--- src/rtl/uart_dbg_pkg.sv ---
// Shared types and constants for the UART debug bridge.
package uart_dbg_pkg;

  // Parser FSM states for the host command frame.
  typedef enum logic [2:0] {
    P_CMD    = 3'd0,
    P_ADDR   = 3'd1,
    P_DATA   = 3'd2,
    ISSUE    = 3'd3,
    WAIT_RDY = 3'd4,
    REPLY    = 3'd5
  } parser_state_e;

  localparam int         FRAME_BYTES = 9;
  localparam int         REPLY_BYTES = 4;
  localparam logic [7:0] DBG_CMD_NOP = 8'h00;

  // Select one byte of a 32-bit word, byte 0 being the least significant.
  function automatic logic [7:0] word_byte(input logic [31:0] w, input logic [1:0] idx);
    logic [7:0] b;
    case (idx)
      2'd0:    b = w[7:0];
      2'd1:    b = w[15:8];
      2'd2:    b = w[23:16];
      2'd3:    b = w[31:24];
      default: b = 8'h00;
    endcase
    return b;
  endfunction

endpackage

--- src/rtl/uart_dbg_bridge_phy.sv ---
// 8N1 UART physical layer: RX synchroniser/deserialiser and TX serialiser.
module uart_phy #(
  parameter int CLKS_PER_BIT = 16
) (
  input  logic       clk,
  input  logic       rst_n,
  input  logic       rx,
  output logic       tx,
  output logic [7:0] rx_byte,
  output logic       rx_done,
  output logic       rx_ferr,
  input  logic [7:0] tx_byte,
  input  logic       tx_valid,
  output logic       tx_ready,
  output logic       tx_busy
);

  localparam int               HALF      = CLKS_PER_BIT / 2;
  localparam int               CNT_W     = $clog2(CLKS_PER_BIT + 1);
  localparam logic [CNT_W-1:0] CNT_ONE   = CNT_W'(1);
  localparam logic [CNT_W-1:0] BIT_LAST  = CNT_W'(CLKS_PER_BIT - 1);
  localparam logic [CNT_W-1:0] HALF_LAST = CNT_W'(HALF - 1);

  localparam logic [1:0] RX_IDLE  = 2'd0;
  localparam logic [1:0] RX_START = 2'd1;
  localparam logic [1:0] RX_DATA  = 2'd2;
  localparam logic [1:0] RX_STOP  = 2'd3;

  logic             rx_meta_r, rx_sync_r, rx_prev_r;
  logic [1:0]       rx_state_r;
  logic [CNT_W-1:0] rx_cnt_r;
  logic [2:0]       rx_bit_r;
  logic [7:0]       rx_shift_r;
  logic             rx_done_r, rx_ferr_r;

  logic             tx_r;
  logic [8:0]       tx_shift_r;
  logic [3:0]       tx_bits_r;
  logic [CNT_W-1:0] tx_cnt_r;
  logic             tx_ready_s;

  // Two-flop synchroniser plus one history flop for falling-edge detection.
  always_ff @(posedge clk or negedge rst_n) begin
    if (!rst_n) begin
      rx_meta_r <= 1'b1;
      rx_sync_r <= 1'b1;
      rx_prev_r <= 1'b1;
    end else begin
      rx_meta_r <= rx;
      rx_sync_r <= rx_meta_r;
      rx_prev_r <= rx_sync_r;
    end
  end

  // Receive FSM: start-bit qualification at half bit, mid-bit sampling, stop check.
  always_ff @(posedge clk or negedge rst_n) begin
    if (!rst_n) begin
      rx_state_r <= RX_IDLE;
      rx_cnt_r   <= '0;
      rx_bit_r   <= 3'd0;
      rx_shift_r <= 8'h00;
      rx_done_r  <= 1'b0;
      rx_ferr_r  <= 1'b0;
    end else begin
      rx_done_r <= 1'b0;
      rx_ferr_r <= 1'b0;
      case (rx_state_r)
        RX_IDLE: begin
          rx_cnt_r <= '0;
          // Edge rather than level, so a line held low after a framing error is not a new start.
          if (rx_prev_r && !rx_sync_r) rx_state_r <= RX_START;
        end
        RX_START: begin
          if (rx_cnt_r == HALF_LAST) begin
            rx_cnt_r   <= '0;
            rx_bit_r   <= 3'd0;
            rx_state_r <= rx_sync_r ? RX_IDLE : RX_DATA;
          end else begin
            rx_cnt_r <= rx_cnt_r + CNT_ONE;
          end
        end
        RX_DATA: begin
          if (rx_cnt_r == BIT_LAST) begin
            rx_cnt_r   <= '0;
            rx_shift_r <= {rx_sync_r, rx_shift_r[7:1]};
            if (rx_bit_r == 3'd7) rx_state_r <= RX_STOP;
            else                  rx_bit_r   <= rx_bit_r + 3'd1;
          end else begin
            rx_cnt_r <= rx_cnt_r + CNT_ONE;
          end
        end
        RX_STOP: begin
          if (rx_cnt_r == BIT_LAST) begin
            rx_cnt_r   <= '0;
            rx_state_r <= RX_IDLE;
            if (rx_sync_r) rx_done_r <= 1'b1;
            else           rx_ferr_r <= 1'b1;
          end else begin
            rx_cnt_r <= rx_cnt_r + CNT_ONE;
          end
        end
        default: rx_state_r <= RX_IDLE;
      endcase
    end
  end

  // Ready when idle, or in the final cycle of a stop bit so bytes chain without gaps.
  assign tx_ready_s = (tx_bits_r == 4'd0) || ((tx_bits_r == 4'd1) && (tx_cnt_r == BIT_LAST));

  // Transmit shifter: start bit, 8 data bits LSB first, stop bit.
  always_ff @(posedge clk or negedge rst_n) begin
    if (!rst_n) begin
      tx_r       <= 1'b1;
      tx_shift_r <= 9'h1FF;
      tx_bits_r  <= 4'd0;
      tx_cnt_r   <= '0;
    end else if (tx_valid && tx_ready_s) begin
      tx_r       <= 1'b0;
      tx_shift_r <= {1'b1, tx_byte};
      tx_bits_r  <= 4'd10;
      tx_cnt_r   <= '0;
    end else if (tx_bits_r != 4'd0) begin
      if (tx_cnt_r == BIT_LAST) begin
        tx_cnt_r   <= '0;
        tx_bits_r  <= tx_bits_r - 4'd1;
        tx_r       <= tx_shift_r[0];
        tx_shift_r <= {1'b1, tx_shift_r[8:1]};
      end else begin
        tx_cnt_r <= tx_cnt_r + CNT_ONE;
      end
    end else begin
      tx_r <= 1'b1;
    end
  end

  assign tx       = tx_r;
  assign rx_byte  = rx_shift_r;
  assign rx_done  = rx_done_r;
  assign rx_ferr  = rx_ferr_r;
  assign tx_ready = tx_ready_s;
  assign tx_busy  = (tx_bits_r != 4'd0);

endmodule

--- src/rtl/uart_dbg_bridge.sv ---
// UART-to-debug-port bridge: parses 9-byte command frames, issues them, replies with read data.
module uart_dbg_bridge
  import uart_dbg_pkg::*;
#(
  parameter int CLK_FREQ     = 50_000_000,
  parameter int BAUD         = 115200,
  parameter int TIMEOUT_BITS = 64
) (
  input  logic        clk,
  input  logic        rstn_i,
  input  logic        rx_i,
  output logic        tx_o,
  output logic [7:0]  dbg_cmd_o,
  output logic [31:0] dbg_addr_o,
  output logic [31:0] dbg_data_o,
  input  logic [31:0] dbg_data_i,
  input  logic        dbg_ready_i
);

  localparam int            CLKS_PER_BIT = CLK_FREQ / BAUD;
  localparam int            TO_LIMIT     = TIMEOUT_BITS * CLKS_PER_BIT;
  localparam int            TO_W         = $clog2(TO_LIMIT + 1);
  localparam logic [TO_W-1:0] TO_ONE     = TO_W'(1);
  localparam logic [TO_W-1:0] TO_LAST    = TO_W'(TO_LIMIT - 1);
  localparam int            FIELD_BYTES  = (FRAME_BYTES - 1) / 2;
  localparam logic [1:0]    FIELD_LAST   = 2'(FIELD_BYTES - 1);
  localparam logic [2:0]    REPLY_END    = 3'(REPLY_BYTES);

  parser_state_e   state_r;
  logic [1:0]      byte_idx_r;
  logic [TO_W-1:0] to_cnt_r;
  logic [7:0]      cmd_buf_r;
  logic [31:0]     addr_buf_r, data_buf_r, rdata_r;
  logic [2:0]      reply_idx_r;
  logic [7:0]      dbg_cmd_r;
  logic [31:0]     dbg_addr_r, dbg_data_r;

  logic [7:0]      rx_byte_s, tx_byte_s;
  logic            rx_done_s, rx_ferr_s, tx_ready_s, tx_busy_s, tx_valid_s;

  uart_phy #(.CLKS_PER_BIT(CLKS_PER_BIT)) u_phy (
    .clk      (clk),
    .rst_n    (rstn_i),
    .rx       (rx_i),
    .tx       (tx_o),
    .rx_byte  (rx_byte_s),
    .rx_done  (rx_done_s),
    .rx_ferr  (rx_ferr_s),
    .tx_byte  (tx_byte_s),
    .tx_valid (tx_valid_s),
    .tx_ready (tx_ready_s),
    .tx_busy  (tx_busy_s)
  );

  // Offer the next reply byte to the transmitter while bytes remain.
  always_comb begin
    tx_valid_s = 1'b0;
    tx_byte_s  = word_byte(rdata_r, reply_idx_r[1:0]);
    if ((state_r == REPLY) && (reply_idx_r < REPLY_END)) tx_valid_s = 1'b1;
    else                                                 tx_valid_s = 1'b0;
  end

  // Frame parser, command issue, ready handshake and reply sequencing.
  always_ff @(posedge clk or negedge rstn_i) begin
    if (!rstn_i) begin
      state_r     <= P_CMD;
      byte_idx_r  <= 2'd0;
      to_cnt_r    <= '0;
      cmd_buf_r   <= 8'h00;
      addr_buf_r  <= 32'h0;
      data_buf_r  <= 32'h0;
      rdata_r     <= 32'h0;
      reply_idx_r <= 3'd0;
      dbg_cmd_r   <= DBG_CMD_NOP;
      dbg_addr_r  <= 32'h0;
      dbg_data_r  <= 32'h0;
    end else begin
      case (state_r)
        P_CMD: begin
          to_cnt_r   <= '0;
          byte_idx_r <= 2'd0;
          if (rx_done_s && (rx_byte_s != DBG_CMD_NOP)) begin
            cmd_buf_r <= rx_byte_s;
            state_r   <= P_ADDR;
          end
        end
        P_ADDR, P_DATA: begin
          if (rx_ferr_s) begin
            state_r <= P_CMD;
          end else if (rx_done_s) begin
            to_cnt_r <= '0;
            if (state_r == P_ADDR) addr_buf_r <= {rx_byte_s, addr_buf_r[31:8]};
            else                   data_buf_r <= {rx_byte_s, data_buf_r[31:8]};
            if (byte_idx_r == FIELD_LAST) begin
              byte_idx_r <= 2'd0;
              state_r    <= (state_r == P_ADDR) ? P_DATA : ISSUE;
            end else begin
              byte_idx_r <= byte_idx_r + 2'd1;
            end
          end else if (to_cnt_r == TO_LAST) begin
            state_r <= P_CMD;
          end else begin
            to_cnt_r <= to_cnt_r + TO_ONE;
          end
        end
        ISSUE: begin
          dbg_cmd_r  <= cmd_buf_r;
          dbg_addr_r <= addr_buf_r;
          dbg_data_r <= data_buf_r;
          state_r    <= WAIT_RDY;
        end
        WAIT_RDY: begin
          if (dbg_ready_i) begin
            rdata_r     <= dbg_data_i;
            dbg_cmd_r   <= DBG_CMD_NOP;
            reply_idx_r <= 3'd0;
            state_r     <= REPLY;
          end
        end
        REPLY: begin
          // Stay here until the last byte has left the line, so echoes are not parsed.
          if (tx_valid_s && tx_ready_s)                   reply_idx_r <= reply_idx_r + 3'd1;
          else if ((reply_idx_r == REPLY_END) && !tx_busy_s) state_r  <= P_CMD;
        end
        default: state_r <= P_CMD;
      endcase
    end
  end

  assign dbg_cmd_o  = dbg_cmd_r;
  assign dbg_addr_o = dbg_addr_r;
  assign dbg_data_o = dbg_data_r;

endmodule
--- config.mk ---
export PLATFORM = sky130hd
export DESIGN_NAME = uart_dbg_bridge
export DESIGN_NICKNAME = d
export VERILOG_FILES = /design/src/rtl/uart_dbg_pkg.sv /design/src/rtl/uart_dbg_bridge_phy.sv /design/src/rtl/uart_dbg_bridge.sv
export SDC_FILE = /design/constraint.sdc
export NUM_CORES = 1
export LEC_CHECK = 0
export ABC_CLOCK_PERIOD_IN_PS = 2800
export CORE_UTILIZATION = 39
export DETAILED_ROUTE_END_ITERATION = 8
export PLACE_DENSITY = 0.68
export SKIP_CTS_REPAIR_TIMING = 1
export SYNTH_ARGS = -nofsm -noshare
export SYNTH_HDL_FRONTEND = slang
export SYNTH_SLANG_ARGS = --single-unit
--- constraint.sdc ---
create_clock -name clk -period 2.8 [get_ports clk]
set_clock_uncertainty 0.05 [all_clocks]
set_input_delay 0.56 -clock clk [delete_from_list [all_inputs] [get_ports clk]]
set_output_delay 0.56 -clock clk [all_outputs]
set_load 0.02 [all_outputs]
-- Yosys cells after proc, flatten, opt, wreduce, memory -nomap -nowiden
Index checks and enable logic that the tools add are counted.
- register bits after elaboration: 249
- output and inout port bits: 73
- word-level logic and storage cells: 163
- add/subtract/negate cells: 7
- order comparisons: 1
- equality and inequality tests: 36
- multiplexer cells: 57
- bitwise gates (word level): 2
- reduce and logical (&&, ||, !) cells: 36
- operators by type and width (cell ; number):
    9-bit 2-to-1 mux ; 8
    15-bit 2-to-1 mux ; 3
    3-bit 2-to-1 mux ; 13
    8-bit case mux with 4 select lines ; 1
    15-bit case mux with 2 select lines ; 1
    9-bit case mux with 3 select lines ; 1
    9-bit by 1-bit adder with 9-bit output, second input constant ; 2
    9-bit equality test, second input constant ; 2
    2-bit 2-to-1 mux ; 9
    2-bit by 1-bit inequality test with 1-bit output, second input constant ; 8
    8-bit case mux with 2 select lines ; 1
    15-bit by 1-bit adder with 15-bit output, second input constant ; 1
    15-bit equality test, second input constant ; 1
    3-bit case mux with 5 select lines ; 1
    3-bit equality test, second input constant ; 4
    4-bit 2-to-1 mux ; 3
    3-bit case mux with 2 select lines ; 2
    4-bit AND reduction ; 3
    2-bit nonzero test ; 6
    1-bit 2-to-1 mux ; 11
    2-bit equality test, second input constant ; 5
    2-bit inequality test, second input constant ; 5
    2-bit AND reduction ; 5
    9-bit by 8-bit equality test with 1-bit output, second input constant ; 1
    other kinds (28) ; 42

-- Longest topological paths before layout
Gate-level depths: netlist (run 1).
- depth in word-level cells: 6
- mapped depth: 10

-- By module
From an unflattened synthesis (run 1), not the netlist that was laid out.
- cells, all modules: 918
- area, all modules: 10665.2 µm²
- modules (own cells, without submodules) (module ; times used ; cells each ; area each (µm²)):
    uart_dbg_bridge ; 1 ; 696 ; 8202.9
    uart_phy ; 1 ; 222 ; 2462.4

-- Worst setup path before layout (run 1)
Ideal clock, no wire load.
- path type: reg2reg
- start point: register to_cnt_r[9]
- end point: register state_r[0]
- library setup time: 0.128 ns
- arrival time: 2.083 ns
- required time: 2.622 ns
- setup slack: 0.540 ns
- stages on the path, launching flop included: 6
- buffers on the path: 0
- period minus slack after synthesis: 2.260 ns
- path through: dfrtp_1 -> or4b_4 -> nor4_4 -> nor2_2 -> a2111oi_4 -> mux2_1
- cells in the longest elaborated chain, start to end: 3
- ends and longest elaborated chain (item ; RTL line ; text):
    start: declaration ; uart_dbg_bridge.sv:31 ; logic [TO_W-1:0] to_cnt_r;
    start signal: assignment ; uart_dbg_bridge.sv:103 ; to_cnt_r <= to_cnt_r + TO_ONE;
    15-bit equality test ; uart_dbg_bridge.sv:100 ; end else if (to_cnt_r == TO_LAST) begin
    4-bit by 2-bit inequality test with 1-bit output (no line) ; n/a ;
    6-bit AND reduction (no line) ; n/a ;
    end signal: assignment ; uart_dbg_bridge.sv:96 ; state_r <= (state_r == P_ADDR) ? P_DATA : ISSUE;
    end: declaration ; uart_dbg_bridge.sv:29 ; parser_state_e state_r;
Every way passes these cells.
A chain may end at the register's enable or synchronous reset.

-- Worst setup path after layout (run 1)
- start point: register u_phy.tx_cnt_r[1]
- end point: register u_phy.tx_bits_r[2]
- cells in the longest elaborated chain, start to end: 6
- elaborated cells between the ends (all ways): 8
- those cells by class: eq/ne (1); mux (1); reduce/logical (6)
- ends and longest elaborated chain (item ; RTL line ; text):
    start: declaration ; uart_dbg_bridge_phy.sv:39 ; logic [CNT_W-1:0] tx_cnt_r;
    start signal: assignment ; uart_dbg_bridge_phy.sv:129 ; tx_cnt_r <= tx_cnt_r + CNT_ONE;
    9-bit equality test * ; uart_dbg_bridge_phy.sv:108, uart_dbg_bridge_phy.sv:123 ;
    1-bit logical AND ; uart_dbg_bridge_phy.sv:108 ; assign tx_ready_s = (tx_bits_r == 4'd0) || ((tx_bits_r == 4'd1) && (tx_cnt_r == BIT_LAST));
    1-bit logical OR ; uart_dbg_bridge_phy.sv:108 ;
    1-bit logical AND ; uart_dbg_bridge_phy.sv:117 ; end else if (tx_valid && tx_ready_s) begin
    2-bit nonzero test (no line) ; n/a ;
    2-bit AND reduction (no line) ; n/a ;
    end signal: assignment ; uart_dbg_bridge_phy.sv:125 ; tx_bits_r <= tx_bits_r - 4'd1;
    end: declaration ; uart_dbg_bridge_phy.sv:38 ; logic [3:0] tx_bits_r;
Every way passes the cells marked *; elsewhere a longest branch is shown, timed or not.

==> impl_metrics.csv, run 1 <==
group,metric,value,unit
global_route,grt_pass1_wl,34.5,mm
route,drt-initial-drc-count,373,
route,avgViaCountPerCell,5.14,
worst_setup_path,critPathTopFamily,"simple AND/OR/NAND/NOR gates",
global_route,grt_usage,15.1,%
timing,setup_ws,0.408,ns
worst_hold_path,whs_path_depth,0,
yosys,synth_area_leaders,"dfrtp_1, mux2_2, mux2_1",
global_route,antenna_found_initial,0,
timing,max_freq,0.418,GHz
worst_setup_path,start_kind,"register",
worst_setup_path,cp_data_arrival_time,2.75,ns
clocking,cts-root-buf,"clkbuf_16",
timing,slew_headroom,60.9,%
timing,hold_viol,0,
placed_design,dp.final_hpwl,13.8,mm
worst_hold_path,hold_path_class,"reg -> reg",
placed_design,gp_congestion,0.786,
worst_setup_path,r2r_end,"u_phy.tx_bits_r[2]$_DFFE_PN0P_",
worst_setup_path,cpMaxStageDelayCell,"or4_1",
worst_setup_path,crit_chain,"inv_1 -> ha_1 -> nor3b_1 -> and3_1 -> a21oi_1 -> or4_1 -> and2_1",
status,violations,"DRC",
route,wl_per_cell,16.0,µm
clocking,clk_pin_slew,0.06,ns
worst_setup_path,criticalPathCategory,"reg -> reg",
floorplan,start_util,40.0,%
yosys,ys_warn_count,0,
power,worst_ir_drop_vdd,388,µV
route,drt-total-wl,20.5,mm
layout,nNetsFinal,978,
placed_design,port_buffers,108,
route,drc,8,
worst_setup_path,reg2reg_depth,7,
floorplan,core,26200,µm²
layout,area_delta_synth_final,22.7,%
floorplan,num_rows,59,
power,p_per_area,549,nW/µm²
worst_setup_path,reg2reg_from,"u_phy.tx_cnt_r[1]$_DFFE_PN0P_",
clocking,insertion_delay,0.52,ns
worst_hold_path,min_to,"u_phy.rx_sync_r$_DFF_PN1_",
timing,slew_viol_final,0,
timing,tightest_slew,0.586,ns
timing,setup_tns,0,ns
placed_design,post-place-ws,0.432,ns
yosys,yosysUniqueCellTypes,63,
global_route,grt_pass1_vias,6689,
worst_setup_path,critPathMaxStageDelay,0.68,ns
yosys,syn_nets,862,
clocking,cts_tree,"yes",
yosys,ys_ff_latch,248,
route,firstDrtPassIters,7,
yosys,yosysSeqAreaShare,59.4,%
worst_setup_path,worstSetupEndpointType,"register",
timing,rsz0062_at_grt,"no",
yosys,postSynthAreaPerCell,12.9,µm²
yosys,yosysTopAreaCell,"dfrtp_1",
global_route,grt_max_degree,78,
clocking,numCtsBuffers,26,
power,leakage,6.15,nW
floorplan,die_y,166,µm
clocking,clock-sinks,248,
worst_setup_path,cp_max_fo,14,
status,status,"complete, but fails checks",
layout,antenna_cells,0,
global_route,grt_overflow,0,
timing,finalSetupViolations,0,
route,ant_nets,0,
worst_setup_path,rrSetupSlack,0.41,ns
yosys,synth_ff_type,"dfrtp_1",
worst_setup_path,cp.required,3.16,ns
layout,drive_gt1_share,19.0,%
clocking,h-tree-depth,1,
floorplan,dieArea,27500,µm²
yosys,netlist_instances,810,
worst_setup_path,path_buf_inv,1,
timing,period_share,85.4,%
yosys,synth_top_area_share,56.4,%
run,drv_cap,0,
route,via_count,6572,
timing,period_needed,2.39,ns
yosys,ys_async_sr_fraction,100,%
floorplan,die_x,166,µm
yosys,netlist_area,10500,µm²
floorplan,io_pins,109,
worst_hold_path,holdCritStartpoint,"u_phy.rx_meta_r$_DFF_PN1_",
clocking,clock_path_buffers,3,
yosys,synth_edf_count,0,
layout make-up:
class / count / area [µm²]
clock inverters: 7 / 50.0
inverters: 17 / 63.8
well taps: 335 / 419
flip-flops and latches: 248 / 6220
repair buffers: 129 / 1280
fillers: 2271 / 13400
multi-input cells: 504 / 4040
clock buffers: 39 / 771
how the worst max path moves through the flow:
stage	startpoint	to	slack (ns)	cells after the start
final	u_phy.tx_cnt_r[1]$_DFFE_PN0P_	u_phy.tx_bits_r[2]$_DFFE_PN0P_	0.41	7
after global routing	u_phy.tx_cnt_r[1]$_DFFE_PN0P_	u_phy.tx_bits_r[2]$_DFFE_PN0P_	0.20	7
after CTS	u_phy.tx_cnt_r[1]$_DFFE_PN0P_	u_phy.tx_bits_r[2]$_DFFE_PN0P_	0.41	7
after detailed placement	u_phy.tx_cnt_r[1]$_DFFE_PN0P_	u_phy.tx_bits_r[2]$_DFFE_PN0P_	0.43	7
after global placement	u_phy.tx_cnt_r[1]$_DFFE_PN0P_	u_phy.tx_bits_r[2]$_DFFE_PN0P_	0.51	7
after floorplan	to_cnt_r[9]$_DFFE_PN0P_	state_r[0]$_DFFE_PN0P_	0.54	5
cell usage after synthesis, drive strengths merged, types with 12 or more instances:
cell,number
o21ai,18
ha,16
a21oi,24
xnor2,17
inv,17
mux2,169
nand3,15
clkbuf,32
nor2,51
dfrtp,236
nand2,60
dfstp,12
metal layers:
metal / GRT usage (%) / wire length [µm] / vias up
li1: - / - / 3121
met1: 20.7 / 9490 / 3282
met2: 24.7 / 9670 / 137
met3: 2.76 / 934 / 32
met4: 3.98 / 399 / 0
met5: 0 / 0 / -
cell families after synthesis:
kind of cell	share of synthesized area (%)
flops	59.4
simple gates	9.71
mux	18.7
compound gates	6.13
buf+inv	2.10
xor+xnor	2.09
fa+ha+maj	1.91
cell usage in the layout, fill, tap and decap left out, types with 6 or more instances in the layout:
cell type,instances
mux2_1,70
ha_1,16
xnor2_1,17
nor2b_1,6
a22oi_1,9
clkbuf_16,27
o21ai_0,8
inv_1,17
nor2_1,50
nand3_1,15
nand2_1,59
buf_4,17
nor3_1,8
dfrtp_1,236
dfstp_2,12
o22ai_1,8
xor2_1,8
o21ai_1,10
a222oi_1,8
clkbuf_1,7
nor4_1,9
clkdlybuf4s50_1,107
a21oi_1,24
mux2_2,99
metrics by stage:
stage          std cells  hold WS [ns]  cell area (µm²)  utilization [%]  total power, mW
2_1_floorplan        810         0.214            10500                -             3.69
3_3_place_gp        1232         0.298            12000             45.9             3.82
3_5_place_dp        1232         0.297            12000             45.9             3.83
4_1_cts             1278       -0.0920            12800             49.0             7.16
5_1_grt             1279         0.315            12800             49.0             7.31
6_report            1279         0.306            12800             49.0             7.05
sequential cells by signal, indices dropped and copies added (netlist names), 8 cells and up, named ones only:
signal,cells
u_phy.rx_cnt_r,9
dbg_data_o,32
u_phy.tx_shift_r,8
dbg_addr_o,32
u_phy.rx_byte,8
u_phy.tx_cnt_r,9
to_cnt_r,15
cmd_buf_r,8
data_buf_r,32
dbg_cmd_o,8
addr_buf_r,32
rdata_r,32
where the power goes:
part | leakage (nW) | switching [mW] | internal (mW)
clock | 0.400 | 1.39 | 1.90
combinational | 2.35 | 0.0905 | 0.0614
sequential | 3.40 | 0.0111 | 3.59
worst register-to-register path, cell delays in order (launching register included):
cell and delay, ns:
dfrtp_1 0.41, inv_1 0.07, ha_1 0.12, nor3b_1 0.26, and3_1 0.34, a21oi_1 0.10
or4_1 0.68, and2_1 0.26
Note: power is estimated with default switching activity, not from simulation.
==> inputs of run 2 (changes only) <==
- CAP_MARGIN: not set -> 20
==> results of run 2 <==
Same layout as run 1: the final DEF is identical, and so are final timing and power.
==> inputs of run 3 (changes only) <==
- CTS_CLUSTER_DIAMETER: not set -> 40
==> run 3 against run 2 <==
Net effect:
- die area unchanged
- the flow still finishes with violations (DRC)
- critical path depth is the same
- worst setup slack improved by 0.010 ns
- non-clock buffer count stayed put
- largest cell class unchanged
- fmax grew 0.42%
==> impl_metrics.csv, run 3 (same netlist as run 1, synthesis figures left out) <==
group,metric,value,unit
status,status,"complete, but fails checks",
status,violations,"DRC",
floorplan,num_rows,59,
layout,antenna_cells,0,
route,firstDrtPassIters,6,
timing,max_freq,0.420,GHz
global_route,grt_pass1_wl,34.8,mm
worst_setup_path,critPathMaxStageDelay,0.68,ns
route,drt-initial-drc-count,427,
power,switchingPower,1.78,mW
power,p_int,6.53,mW
timing,period_needed,2.38,ns
timing,hold_viol,0,
layout,nNetsFinal,989,
worst_setup_path,cp.required,3.14,ns
layout,final_common_cell,"dfrtp_1",
route,wl_per_cell,15.9,µm
layout,final_area,13300,µm²
clocking,clock_path_buffers,3,
layout,finish.utilization,50.6,%
timing,finalSetupViolations,0,
floorplan,core,26200,µm²
placed_design,dp.final_hpwl,13.8,mm
power,p_comb_share,1.8,%
worst_setup_path,start_kind,"register",
route,drt-total-wl,20.6,mm
power,switching_share,21.4,%
floorplan,die_y,166,µm
global_route,grt_max_degree,78,
worst_setup_path,crit_chain,"inv_1 -> ha_1 -> nor3b_1 -> and3_1 -> a21oi_1 -> or4_1 -> and2_1",
power,p_per_area,627,nW/µm²
timing,period_share,85.1,%
placed_design,dpl_cell_area,12000,µm²
layout,ff_latch_area,6220,µm²
worst_setup_path,cp_max_fo,14,
power,worst_ir_drop_vdd,464,µV
clocking,insertion_delay,0.51,ns
clocking,h-tree-depth,2,
clocking,numCtsBuffers,37,
floorplan,dieArea,27500,µm²
timing,rsz0062_at_grt,"no",
layout,final_cell_mix,"dfrtp_1, clkdlybuf4s50_1, mux2_2",
clocking,clock-sinks,248,
worst_setup_path,criticalPathCategory,"reg -> reg",
worst_setup_path,reg2reg_from,"u_phy.tx_cnt_r[1]$_DFFE_PN0P_",
clocking,cts-root-buf,"clkbuf_16",
power,clock_power_share,54.8,%
global_route,antenna_found_initial,0,
timing,setup_tns,0,ns
route,avgViaCountPerCell,5.12,
worst_setup_path,cp_data_arrival_time,2.72,ns
placed_design,gp_congestion,0.786,
route,drc,8,
worst_hold_path,hold_path_class,"reg -> reg",
worst_setup_path,crit_start,"u_phy.tx_cnt_r[1]$_DFFE_PN0P_",
worst_setup_path,cpMaxStageDelayCell,"or4_1",
power,leakage,6.36,nW
worst_setup_path,rrSetupSlack,0.42,ns
route,ant_nets,0,
clocking,clk_pin_slew,0.05,ns
floorplan,io_pins,109,
global_route,grt_usage,15.3,%
timing,slew_viol_final,0,
route,via_count,6660,
layout,drive_gt1_share,21.1,%
run,drv_cap,0,
timing,slew_headroom,61.3,%
worst_hold_path,holdCritStartpoint,"u_phy.rx_meta_r$_DFF_PN1_",
floorplan,die_x,166,µm
layout,multiInputGateArea,4040,µm²
worst_setup_path,worstSetupEndpointType,"register",
layout,fill_cells,2255,
global_route,grt_overflow,0,
placed_design,port_buffers,108,
timing,tightest_slew,0.581,ns
layout,area_delta_synth_final,26.7,%
global_route,grt_pass1_vias,6738,
power,seqPwrFrac,43.4,%
clocking,cts_tree,"yes",
floorplan,start_util,40.0,%
[run 3: power by group through the flow]
stage	Clock (mW)	Sequential, mW	Combinational (mW)
finish	4.56	3.61	0.152
floorplan	0	3.66	0.0220
global route	4.82	3.61	0.174
global placement	0	3.67	0.156
CTS	4.67	3.61	0.157
detailed placement	0	3.67	0.157
[run 3: path summary, 6_finish.rpt]
kind                       depth (start not counted)                        endpoint
setup / recovery                                   7  u_phy.tx_bits_r[2]$_DFFE_PN0P_
hold / removal                                     0       u_phy.rx_sync_r$_DFF_PN1_
setup reg to reg                                   7  u_phy.tx_bits_r[2]$_DFFE_PN0P_
hold reg to reg                                    0       u_phy.rx_sync_r$_DFF_PN1_
max in group asynchronous                          3       u_phy.rx_prev_r$_DFF_PN1_
min in group asynchronous                          2     u_phy.rx_cnt_r[1]$_DFF_PN0_
[run 3: layer usage]
layer / vias up / GRT usage [%] / routed length (µm)
li1: 3165 / - / -
met1: 3318 / 20.6 / 9470
met2: 142 / 24.5 / 9700
met3: 35 / 3.15 / 945
met4: 0 / 5.93 / 503
met5: - / 0 / 0
[run 3: layout make-up]
type	instances	share of cell area, %
clock buffers	43	7.54
clock inverters	24	1.84
inverters	17	0.481
multi-input cells	504	30.4
flip-flops and latches	248	46.9
well taps	335	3.16
repair buffers	129	9.67
[run 3: through the flow]
| step | setup slack (ns) | power, mW | hold slack [ns] | std cells |
|---|---|---|---|---|
| floorplan | 0.540 | 3.69 | 0.214 | 810 |
| global placement | 0.513 | 3.82 | 0.298 | 1232 |
| detailed placement | 0.432 | 3.83 | 0.297 | 1232 |
| CTS | 0.419 | 8.43 | -0.0571 | 1299 |
| global route | 0.194 | 8.60 | 0.313 | 1300 |
| finish | 0.418 | 8.32 | 0.305 | 1300 |
[run 3: worst max-delay path, delay by kind of cell, from the launching register on]
family	cells	cell delay, ns
AOI/OAI and AO/OA	1	0.10
adders and majority gates	1	0.12
buffers and inverters	1	0.07
DFF	1	0.41
and+or+nand+nor	4	1.52
==> RTL change 1 (settings of run 1) <==
The 6 states of `parser_state_e` get a one-hot encoding in 6 bits.
--- a/src/rtl/uart_dbg_pkg.sv
+++ b/src/rtl/uart_dbg_pkg.sv
@@ -2,13 +2,13 @@
 package uart_dbg_pkg;
 
   // Parser FSM states for the host command frame.
-  typedef enum logic [2:0] {
-    P_CMD    = 3'd0,
-    P_ADDR   = 3'd1,
-    P_DATA   = 3'd2,
-    ISSUE    = 3'd3,
-    WAIT_RDY = 3'd4,
-    REPLY    = 3'd5
+  typedef enum logic [5:0] {
+    P_CMD    = 6'b000001,
+    P_ADDR   = 6'b000010,
+    P_DATA   = 6'b000100,
+    ISSUE    = 6'b001000,
+    WAIT_RDY = 6'b010000,
+    REPLY    = 6'b100000
   } parser_state_e;
 
   localparam int         FRAME_BYTES = 9;
Function: same outputs for any inputs over 10 cycles, from zero or initial values and one cycle with rstn_i low; not proved beyond that.
==> RTL change 1 against run 1 <==
The run ends with design-rule violations, negative hold slack left; count of clock-buffer cells in the layout decreased by 3; power increased by 3.4%; wire length increased by 8.0%; sequential cell count increased by 3; area after synthesis increased by 0.30%; largest power group unchanged; critical endpoint is now u_phy.tx_shift_r[4]$_DFFE_PN1P_; critical path type unchanged; final area increased by 0.62%; worst setup slack got worse by 0.043 ns.
==> RTL change 1: results (changes against run 1) <==
| Metric | Value |
|---|---|
| Slew at the pin closest to its max-slew limit | `0.680 ns (+0.0933 ns)` |
| First-pass GRT wire length | `37.0 mm (+7.3%)` |
| Dpl hpwl | `15.0 mm (+8.5%)` |
| Violated checks | `design-rule violations, negative hold slack` |
| Largest net degree at the start of global routing | `79 (+1.3%)` |
| Bufs w/o clock | `130 (+0.78%)` |
| Netlist cell types | `56 (-11%)` |
| Met3 wire length | `882 um (-5.6%)` |
| Post-Synthesis Cells | `921 (+14%)` |
| Place WS | `0.375 ns (-0.0574 ns)` |
| Area contributors post-synth | `dfrtp_1, mux2_2, nand2_1` |
| Critical Path AT | `2.83 ns (+0.08 ns)` |
| Drt first-iter violations | `429 (+15%)` |
| FF+latch area | `0.00630 mm^2 (+1.2%)` |
| DRC Markers | `2 (-6)` |
| Synth Area in Adders | `1.91% (-0.0057 points)` |
| Filler Cell Count | `2314 (+1.9%)` |
| Status | `finished with violations` |
| Share of cells above drive strength 1 | `19.4% (+0.43 points)` |
| Final hold violations | `24 (+24)` |
| TritonCTS buffer count | `27 (+3.8%)` |
| Post-synth net total | `973 (+13%)` |
| Seq pwr | `3.65 mW (+1%)` |
| Final Core Density | `49.3% (+0.31 points)` |
| Final #Nets | `1091 (+12%)` |
| Nonclk inv count | `18 (+1)` |
| Worst hold slack | `-0.0353 ns (-0.341 ns)` |
## RTL change 1: final timing paths
path,from,cells past startpoint,endpoint,slack (ns)
max reg2reg,state_r[1]$_DFFE_PN0P_,5,u_phy.tx_shift_r[4]$_DFFE_PN1P_,0.37
max in group asynchronous,rstn_i,2,state_r[0]$_DFFE_PN1P_,1.97
min reg2reg,u_phy.rx_meta_r$_DFF_PN1_,0,u_phy.rx_sync_r$_DFF_PN1_,0.31
min in group clk,u_phy.rx_meta_r$_DFF_PN1_,0,u_phy.rx_sync_r$_DFF_PN1_,0.31
max,state_r[1]$_DFFE_PN0P_,5,u_phy.tx_shift_r[4]$_DFFE_PN1P_,0.37
min,rstn_i,1,dbg_data_o[21]$_DFFE_PN0P_,-0.04
## RTL change 1: logic make-up (layout without fill, tap and decap cells)
family | count (synthesis) | after routing
compound gates | 93 | 93
xor+xnor | 13 | 13
fa+ha+maj | 16 | 16
buf+inv | 59 | 195
flops | 251 | 251
mux | 122 | 122
simple gates | 367 | 367
==> RTL change 2 (settings of run 1) <==
Made on the original files. `TIMEOUT_BITS`: 64 -> 32.
--- a/src/rtl/uart_dbg_bridge.sv
+++ b/src/rtl/uart_dbg_bridge.sv
@@ -4,7 +4,7 @@
 #(
   parameter int CLK_FREQ     = 50_000_000,
   parameter int BAUD         = 115200,
-  parameter int TIMEOUT_BITS = 64
+  parameter int TIMEOUT_BITS = 32
 ) (
   input  logic        clk,
   input  logic        rstn_i,
Check against the original RTL: same outputs for any inputs over 10 cycles, from zero or initial values and one cycle with rstn_i low; that may be too few to reach the edited logic, so the function may still have changed.
==> RTL change 2 against run 1 <==
The run ends with design-rule violations, negative hold slack left; worst setup slack worse by 0.076 ns; sequential cell count fell by 1; wire length fell by 2.9%; die area shrank 0.33%; count of clock-buffer cells in the layout is 3 higher; final area rose by 0.30%; area after synthesis shrank 0.33%; largest cell class unchanged; highest routed layer unchanged.
Power is not compared: it rests on default switching activity, and its combinational part moved more than twofold at a synthesized area within 25%.
==> RTL change 2: results (changes against run 1) <==
| Metric | Value |
|---|---|
| Critical Path AT | `2.82 ns (+0.07 ns)` |
| Final #Nets | `970 (-0.82%)` |
| CP peak stage delay | `0.60 ns (-0.08 ns)` |
| Worst hold slack | `-0.0291 ns (-0.335 ns)` |
| Netlist cell types | `65 (+3.2%)` |
| Hold Crit Class | `in -> async` |
| Largest net degree at the start of global routing | `81 (+3.8%)` |
| Dpl hpwl | `13.2 mm (-4.4%)` |
| Final hold violations | `15 (+15)` |
| R2R depth | `5 (-2)` |
| DRC Markers | `12 (+4)` |
| Share of cells above drive strength 1 | `27.5% (+8.6 points)` |
| Top cells by count, synth | `dfrtp_1, mux2_2, nand2_1` |
| Worst R2R Start | `to_cnt_r[6]$_DFFE_PN0P_` |
| Switching Fraction | `21.5%` |
| WL/cell | `15.6 um (-2.4%)` |
| First-pass GRT wire length | `33.8 mm (-1.9%)` |
| Reg2reg setup slack | `0.33 ns (-0.08 ns)` |
| Post-Place Cells | `1224 (-0.65%)` |
| Synthesized area per cell | `13.1 um^2 (+1.3%)` |
| Final GP Congestion | `0.833 (+5.9%)` |
| Drt first-iter violations | `360 (-3.5%)` |
| CP max-delay cell | `or4_4` |
| TritonCTS buffer count | `27 (+3.8%)` |
| WL final | `19.9 mm (-2.9%)` |
| Violated checks | `design-rule violations, negative hold slack` |
| R2r endpoint | `state_r[0]$_DFFE_PN0P_` |
| Vias in the first global route | `6636 (-0.79%)` |
| Status | `finished with violations` |
| Slew at the pin closest to its max-slew limit | `0.722 ns (+0.136 ns)` |
| 1st-pass router iterations | `6 (-1)` |
| Synth Cell Area | `0.0104 mm^2 (-0.33%)` |
| Seq/Total Area, Yosys | `59.4% (about the same)` |
==> RTL change 2: cell types whose count changed after synthesis, moves of 8 or more <==
cell	before	now
a22oi_1	9	0
a31oi_1	2	11
mux2_1	70	8
mux2_2	99	171
nand4_1	4	12
xnor2_1	17	7
xor2_1	8	16
==> RTL change 2: cell families (layout without fill, tap and decap cells) <==
logic type / after synthesis / after routing / share of synthesized area, %
AO/OA/AOI/OAI: 86 / 86 / 5.48
XOR/XNOR: 23 / 23 / 1.93
AND/OR/NAND/NOR: 191 / 191 / 9.42
multiplexers: 181 / 181 / 19.5
adder cells (fa/ha/maj): 18 / 18 / 2.11
buffers and inverters: 51 / 191 / 2.19
flip-flops: 247 / 247 / 59.4
==> RTL change 2: critical path: cells and delay by family (launching register included) <==
| family | cells | cell delay (ns) |
|---|---|---|
| muxes | 1 | 0.35 |
| DFF | 1 | 0.43 |
| AOI/OAI and AO/OA | 1 | 0.18 |
| and+or+nand+nor | 3 | 1.35 |
==> RTL change 2: worst max-delay path by stage <==
| stage | to | depth (start not counted) |
|---|---|---|
| after floorplan | state_r[0]$_DFFE_PN0P_ | 6 |
| after global placement | state_r[0]$_DFFE_PN0P_ | 5 |
| after detailed placement | state_r[0]$_DFFE_PN0P_ | 5 |
| after CTS | state_r[0]$_DFFE_PN0P_ | 5 |
| after global routing | u_phy.tx_shift_r[0]$_DFFE_PN1P_ | 6 |
| final | state_r[0]$_DFFE_PN0P_ | 5 |
==> RTL change 2: stage by stage <==
step	area (um^2)	setup WS [ns]	hold slack, ns
after floorplan	10400	0.382	0.214
after global placement	12000	0.381	0.297
after detailed placement	12000	0.332	0.300
after CTS	12900	0.331	-0.00446
after global routing	12900	0.164	0.0292
final	12900	0.332	-0.0291
==> RTL change 2: power by group through the flow <==
| stage | Combinational [mW] | Clock (mW) | Sequential (mW) |
|---|---|---|---|
| final | 0.346 | 3.49 | 3.76 |
| after global routing | 0.402 | 3.75 | 3.78 |
| after CTS | 0.358 | 3.61 | 3.76 |
| after detailed placement | 0.357 | 0 | 3.82 |
| after global placement | 0.346 | 0 | 3.82 |
| after floorplan | 0.202 | 0 | 3.79 |
==> RTL change 2: area by class of cell <==
type                    count  area [um^2]
multi-input cells         499         4040
clock buffers              42          762
repair buffers            130         1310
flip-flops and latches    247         6200
inverters                  13         48.8
well taps                 335          419
fillers                  2350        13200
clock inverters             6          110
==> RTL change 2: per-layer routing <==
layer  GRT usage [%]  part of all wire [%]  vias to the layer above
met4            4.59                   2.1                        0
met1            20.5                    45                     3231
met5               0                     0                        -
met3            3.02                   4.9                       35
li1                -                     -                     3105
met2            24.9                    48                      130
